<file path="config.mk">
export PLATFORM = sky130hd
export DESIGN_NAME = config_chain_loader
export DESIGN_NICKNAME = d
export VERILOG_FILES = /design/src/rtl/cfg_loader_pkg.sv /design/src/rtl/cfg_word_serializer.sv /design/src/rtl/config_chain_loader.sv
export SDC_FILE = /design/constraint.sdc
export NUM_CORES = 1
export LEC_CHECK = 0
export CORE_MARGIN = 3
export CORE_UTILIZATION = 47
export CTS_CLUSTER_DIAMETER = 60
export CTS_CLUSTER_SIZE = 40
export DETAILED_ROUTE_END_ITERATION = 16
export DONT_BUFFER_PORTS = 1
export PLACE_DENSITY_LB_ADDON = 0.3
export SLEW_MARGIN = 20
export SYNTH_ARGS = -nofsm -noshare
export SYNTH_HDL_FRONTEND = slang
export SYNTH_SLANG_ARGS = --single-unit
</file>
<file path="constraint.sdc">
create_clock -name prog_clk -period 6.4 [get_ports prog_clk]
set_input_delay 0.64 -clock prog_clk [delete_from_list [all_inputs] [get_ports prog_clk]]
set_output_delay 0.64 -clock prog_clk [all_outputs]
set_load 0.005 [all_outputs]
</file>
<file path="src/rtl/cfg_loader_pkg.sv">
// Shared definitions for the configuration chain loader and the fabric top level.
// Holds the loader state encoding, default geometry and the per-word bit budget helper.
package cfg_loader_pkg;

  localparam int DEF_WORD_W    = 8;
  localparam int DEF_CHAIN_LEN = 1024;
  localparam int DEF_TIMEOUT   = 255;

  typedef enum logic [2:0] {
    IDLE  = 3'd0,
    FETCH = 3'd1,
    SHIFT = 3'd2,
    DONE  = 3'd3,
    ERR   = 3'd4
  } load_state_e;

  // Bits of the next word that still fit; the tail word may be truncated.
  function automatic int word_bits(input int chain_len, input int loaded, input int word_w);
    int left;
    left = chain_len - loaded;
    return (left < word_w) ? left : word_w;
  endfunction

endpackage

</file>
<file path="src/rtl/cfg_word_serializer.sv">
// Loads one bitstream word and streams its upper load_bits bits MSB-first onto the
// chain head, with a registered shift enable aligned to each head bit.
module cfg_word_serializer
  import cfg_loader_pkg::*;
#(
  parameter int WORD_W = DEF_WORD_W,
  parameter int BW     = $clog2(WORD_W + 1)
) (
  input  logic              prog_clk,
  input  logic              prog_reset_n,
  input  logic              load,
  input  logic [WORD_W-1:0] load_data,
  input  logic [BW-1:0]     load_bits,
  output logic              ccff_head,
  output logic              ccff_shift_en,
  output logic              last_bit
);

  logic [WORD_W-1:0] shreg_reg;
  logic [BW-1:0]     left_reg;
  logic              head_reg;
  logic              shift_en_reg;

  // The MSB goes out on the load edge itself so the first bit appears one cycle after the handshake.
  always_ff @(posedge prog_clk) begin
    if (!prog_reset_n) begin
      shreg_reg    <= '0;
      left_reg     <= '0;
      head_reg     <= 1'b0;
      shift_en_reg <= 1'b0;
    end else if (load) begin
      head_reg     <= load_data[WORD_W-1];
      shift_en_reg <= 1'b1;
      shreg_reg    <= load_data << 1;
      left_reg     <= load_bits - BW'(1);
    end else if (left_reg != '0) begin
      head_reg     <= shreg_reg[WORD_W-1];
      shift_en_reg <= 1'b1;
      shreg_reg    <= shreg_reg << 1;
      left_reg     <= left_reg - BW'(1);
    end else begin
      shift_en_reg <= 1'b0;
    end
  end

  assign ccff_head     = head_reg;
  assign ccff_shift_en = shift_en_reg;
  assign last_bit      = shift_en_reg && (left_reg == '0);

endmodule

</file>
<file path="src/rtl/config_chain_loader.sv">
// Configuration chain loader: fetches bitstream words over valid/ready, serializes
// exactly CHAIN_LEN bits into the CCFF chain and tracks timeout and both parities.
module config_chain_loader
  import cfg_loader_pkg::*;
#(
  parameter int WORD_W    = DEF_WORD_W,
  parameter int CHAIN_LEN = DEF_CHAIN_LEN,
  parameter int TIMEOUT   = DEF_TIMEOUT,
  parameter int CNT_W     = $clog2(CHAIN_LEN + 1)
) (
  input  logic              prog_clk,
  input  logic              prog_reset_n,
  input  logic              start,
  input  logic [WORD_W-1:0] cfg_data,
  input  logic              cfg_valid,
  output logic              cfg_ready,
  output logic              ccff_head,
  output logic              ccff_shift_en,
  input  logic              ccff_tail,
  output logic              busy,
  output logic              done,
  output logic              error,
  output logic [CNT_W-1:0]  bit_count,
  output logic              new_parity,
  output logic              old_parity
);

  localparam int BW = $clog2(WORD_W + 1);
  localparam int TW = $clog2(TIMEOUT + 1);

  load_state_e      state_reg;
  logic [TW-1:0]    tmo_reg;
  logic [CNT_W-1:0] bit_count_reg;
  logic             cfg_ready_reg;
  logic             busy_reg;
  logic             done_reg;
  logic             error_reg;
  logic             new_parity_reg;
  logic             old_parity_reg;

  logic             handshake;
  logic             last_bit;
  logic [BW-1:0]    bits_this_word;

  assign handshake      = cfg_valid && cfg_ready_reg;
  assign bits_this_word = BW'(word_bits(CHAIN_LEN, int'(bit_count_reg), WORD_W));

  cfg_word_serializer #(
    .WORD_W (WORD_W),
    .BW     (BW)
  ) u_serializer (
    .prog_clk      (prog_clk),
    .prog_reset_n  (prog_reset_n),
    .load          (handshake),
    .load_data     (cfg_data),
    .load_bits     (bits_this_word),
    .ccff_head     (ccff_head),
    .ccff_shift_en (ccff_shift_en),
    .last_bit      (last_bit)
  );

  always_ff @(posedge prog_clk) begin
    if (!prog_reset_n) begin
      state_reg      <= IDLE;
      tmo_reg        <= '0;
      bit_count_reg  <= '0;
      cfg_ready_reg  <= 1'b0;
      busy_reg       <= 1'b0;
      done_reg       <= 1'b0;
      error_reg      <= 1'b0;
      new_parity_reg <= 1'b0;
      old_parity_reg <= 1'b0;
    end else begin
      // Shift enable is only ever high in SHIFT, so this never collides with the start clears.
      if (ccff_shift_en) begin
        bit_count_reg  <= bit_count_reg + CNT_W'(1);
        new_parity_reg <= new_parity_reg ^ ccff_head;
        old_parity_reg <= old_parity_reg ^ ccff_tail;
      end
      case (state_reg)
        IDLE, DONE, ERR: begin
          if (start) begin
            state_reg      <= FETCH;
            cfg_ready_reg  <= 1'b1;
            busy_reg       <= 1'b1;
            done_reg       <= 1'b0;
            error_reg      <= 1'b0;
            tmo_reg        <= '0;
            bit_count_reg  <= '0;
            new_parity_reg <= 1'b0;
            old_parity_reg <= 1'b0;
          end
        end
        FETCH: begin
          if (handshake) begin
            state_reg     <= SHIFT;
            cfg_ready_reg <= 1'b0;
            tmo_reg       <= '0;
          end else if (tmo_reg == TW'(TIMEOUT - 1)) begin
            state_reg     <= ERR;
            cfg_ready_reg <= 1'b0;
            busy_reg      <= 1'b0;
            error_reg     <= 1'b1;
          end else begin
            tmo_reg <= tmo_reg + TW'(1);
          end
        end
        SHIFT: begin
          if (last_bit) begin
            if (bit_count_reg == CNT_W'(CHAIN_LEN - 1)) begin
              state_reg <= DONE;
              busy_reg  <= 1'b0;
              done_reg  <= 1'b1;
            end else begin
              state_reg     <= FETCH;
              cfg_ready_reg <= 1'b1;
            end
          end
        end
        default: begin
          state_reg     <= IDLE;
          cfg_ready_reg <= 1'b0;
          busy_reg      <= 1'b0;
        end
      endcase
    end
  end

  assign cfg_ready  = cfg_ready_reg;
  assign busy       = busy_reg;
  assign done       = done_reg;
  assign error      = error_reg;
  assign bit_count  = bit_count_reg;
  assign new_parity = new_parity_reg;
  assign old_parity = old_parity_reg;

endmodule

</file>
==> impl_metrics.env <==
export IMPL_hp_class="in -> reg"
export IMPL_endpoint_kind="flip-flop"
export IMPL_drtPass1Iterations=4
export IMPL_final_cell_mix="41 x dfxtp_1, 27 x nand2_1, 26 x nor2_1"
export IMPL_synth_edf_count=0
export IMPL_leakage_nw=0.909
export IMPL_hpwl_um=3050
export IMPL_cts_buffers=5
export IMPL_place_congestion=0.809
export IMPL_path_max_fanout=10
export IMPL_first_iter_violations=76
export IMPL_h_tree_depth=2
export IMPL_syn_inst=256
export IMPL_vdd_drop_max_mv=0.248
export IMPL_drc=0
export IMPL_worst_pin_slew_ns=0.855
export IMPL_max_freq_mhz=401
export IMPL_yosys_register_bits=41
export IMPL_rows=24
export IMPL_status="completed"
export IMPL_required_ns=6.63
export IMPL_area_growth_pct=3.70
export IMPL_maxSlewViolCount=0
export IMPL_crit_path_start="bit_count[0]"
export IMPL_arrival_ns=2.72
export IMPL_via_per_inst=5.81
export IMPL_cts_resized=0
export IMPL_fin_area_um2=2280
export IMPL_syn_avg_cell_area_um2=8.58
export IMPL_fin_crit_sh=0.390
export IMPL_register_area_um2=821
export IMPL_ys_seq_area_frac=0.374
export IMPL_antenna_cells=0
export IMPL_finalSetupTns_ns=0
export IMPL_mostFrequentLayoutCell="dfxtp_1"
export IMPL_grt_usage=0.173
export IMPL_multi_input_area_um2=1270
export IMPL_ant_nets=0
export IMPL_largest_reg_flops=11
export IMPL_die_w_um=74.4
export IMPL_wl_um=4330
export IMPL_core_um2=4440
export IMPL_overflow=0
export IMPL_clkTransAtPathRegs_ns=0.08
export IMPL_syn_num_nets=274
export IMPL_clock_skew_ns=0.00936
export IMPL_cts_max_path_buffers=2
export IMPL_yosys_top_cells_area="dfxtp_1 37%, xor2_1 4.8%, nand2_1 4.6%"
export IMPL_synth_top_cell_by_area="dfxtp_1"
export IMPL_yosysWarningCount=0
export IMPL_post_cts_buffers=0
export IMPL_via_count=1750
export IMPL_die_area_um2=5530
export IMPL_drive_gt1_frac=0.0723
export IMPL_wl_per_cell_um=14.4
export IMPL_slew_headroom=0.429
export IMPL_fin_total_pwr_mw=0.882
export IMPL_place_ws_ns=3.94
export IMPL_finalNetCount=267
export IMPL_grt_pass1_wl_um=7360
export IMPL_p_per_area_nw_per_um2=387
export IMPL_antenna_found_initial=0
export IMPL_period_needed_ns=2.49
export IMPL_num_fill_cells=442
export IMPL_hold_viol_final=0
export IMPL_synth_flop_cell="dfxtp_1"
export IMPL_cts_hold_buffers=0
export IMPL_rsz0062_at_grt="false"
export IMPL_r2r_start="bit_count[0]"
export IMPL_start_util=0.494
export IMPL_crit_type="reg -> reg"
export IMPL_grt_max_degree=30
export IMPL_cts_sinks=41
export IMPL_cts_tree="done"
export IMPL_io_buffers=0
export IMPL_maxCapViolCount=0
export IMPL_io_pins=32
export IMPL_grt_pass1_vias=1533
export IMPL_place_area_um2=2190
export IMPL_clkLatencyLatePin_ns=0.30
export IMPL_cts_root_buf="clkbuf_8"
export IMPL_ys_types=48
export IMPL_fp_dieH_um=74.4
export IMPL_syn_area_um2=2200
export IMPL_async_reset_ff_frac=0
export IMPL_finalSetupViolCount=0
export IMPL_fin_ws_ns=3.91
export IMPL_yosysTopAreaCellShare=0.374
export IMPL_critPathLaunchType="flip-flop"
export IMPL_hold_start="prog_reset_n"
where the power goes:
| group | leakage, nW | internal (mW) | switching [mW] |
|---|---|---|---|
| logic | 0.531 | 0.156 | 0.186 |
| registers | 0.334 | 0.305 | 0.0648 |
| clock network | 0.0443 | 0.0856 | 0.0844 |
synth_stat cells, types with 3 or more instances:
| cell | n |
|---|---|
| and2_1 | 4 |
| nor4_1 | 5 |
| and3_1 | 5 |
| nor3b_1 | 3 |
| o211a_1 | 10 |
| xor2_1 | 12 |
| a21oi_1 | 8 |
| xnor2_1 | 4 |
| nand2_1 | 27 |
| nand3_1 | 12 |
| nand4_1 | 8 |
| nor3_1 | 6 |
| dfxtp_1 | 41 |
| nor2_1 | 26 |
| clkbuf_1 | 7 |
| buf_6 | 3 |
| inv_1 | 8 |
| mux2i_1 | 9 |
| buf_2 | 4 |
| a21boi_0 | 4 |
| or3_1 | 3 |
| ha_1 | 5 |
| o21ai_0 | 11 |
metal layers:
metal | track usage | routed length [µm]
met5 | 0 | 0
met4 | 0.0593 | 65
met3 | 0.0581 | 269
met2 | 0.262 | 1930
met1 | 0.229 | 2060
final cells by class:
| type | count | share of cell area |
|---|---|---|
| Inverter | 8 | 0.0132 |
| Sequential cell | 41 | 0.360 |
| Multi-Input combinational cell | 192 | 0.557 |
| Timing Repair Buffer | 1 | 0.00329 |
| Tap cell | 52 | 0.0286 |
| Clock buffer | 7 | 0.0379 |
cell families (layout without fill, tap and decap cells):
kind of cell / count (synthesis) / in the layout / synth area share
compound gates: 53 / 53 / 0.185
xor+xnor: 16 / 16 / 0.0638
fa+ha+maj: 5 / 5 / 0.0285
buf+inv: 23 / 16 / 0.0518
flops: 41 / 41 / 0.374
mux: 9 / 9 / 0.0410
simple gates: 109 / 109 / 0.257
metrics by stage:
step | utilization | hold slack (ns) | std cells
2_1_floorplan | - | 0.454 | 256
3_5_place_dp | 0.493 | 0.471 | 294
4_1_cts | 0.513 | 0.457 | 301
6_report | 0.513 | 0.463 | 301
5_1_grt | 0.513 | 0.465 | 301
3_3_place_gp | 0.493 | 0.465 | 294
path summary, 6_finish.rpt:
path / cells past startpoint / end / slack, ns
setup / recovery: 10 / u_serializer.left_reg[2] / 3.91
hold / removal: 1 / tmo_reg[1] / 0.46
setup reg to reg: 10 / u_serializer.left_reg[2] / 3.91
hold reg to reg: 2 / u_serializer.shreg_reg[1] / 0.48
critical path, cell delays in order, from the launching register on:
cell and delay [ns]:
dfxtp_1 0.53, inv_1 0.11, ha_1 0.31, nor3b_1 0.18, nor4b_2 0.31, a21oi_1 0.17
nor3_1 0.25, a21oi_1 0.08, ha_1 0.24, a21o_1 0.15, a21oi_1 0.10
Note: power is estimated with default switching activity, not from simulation.
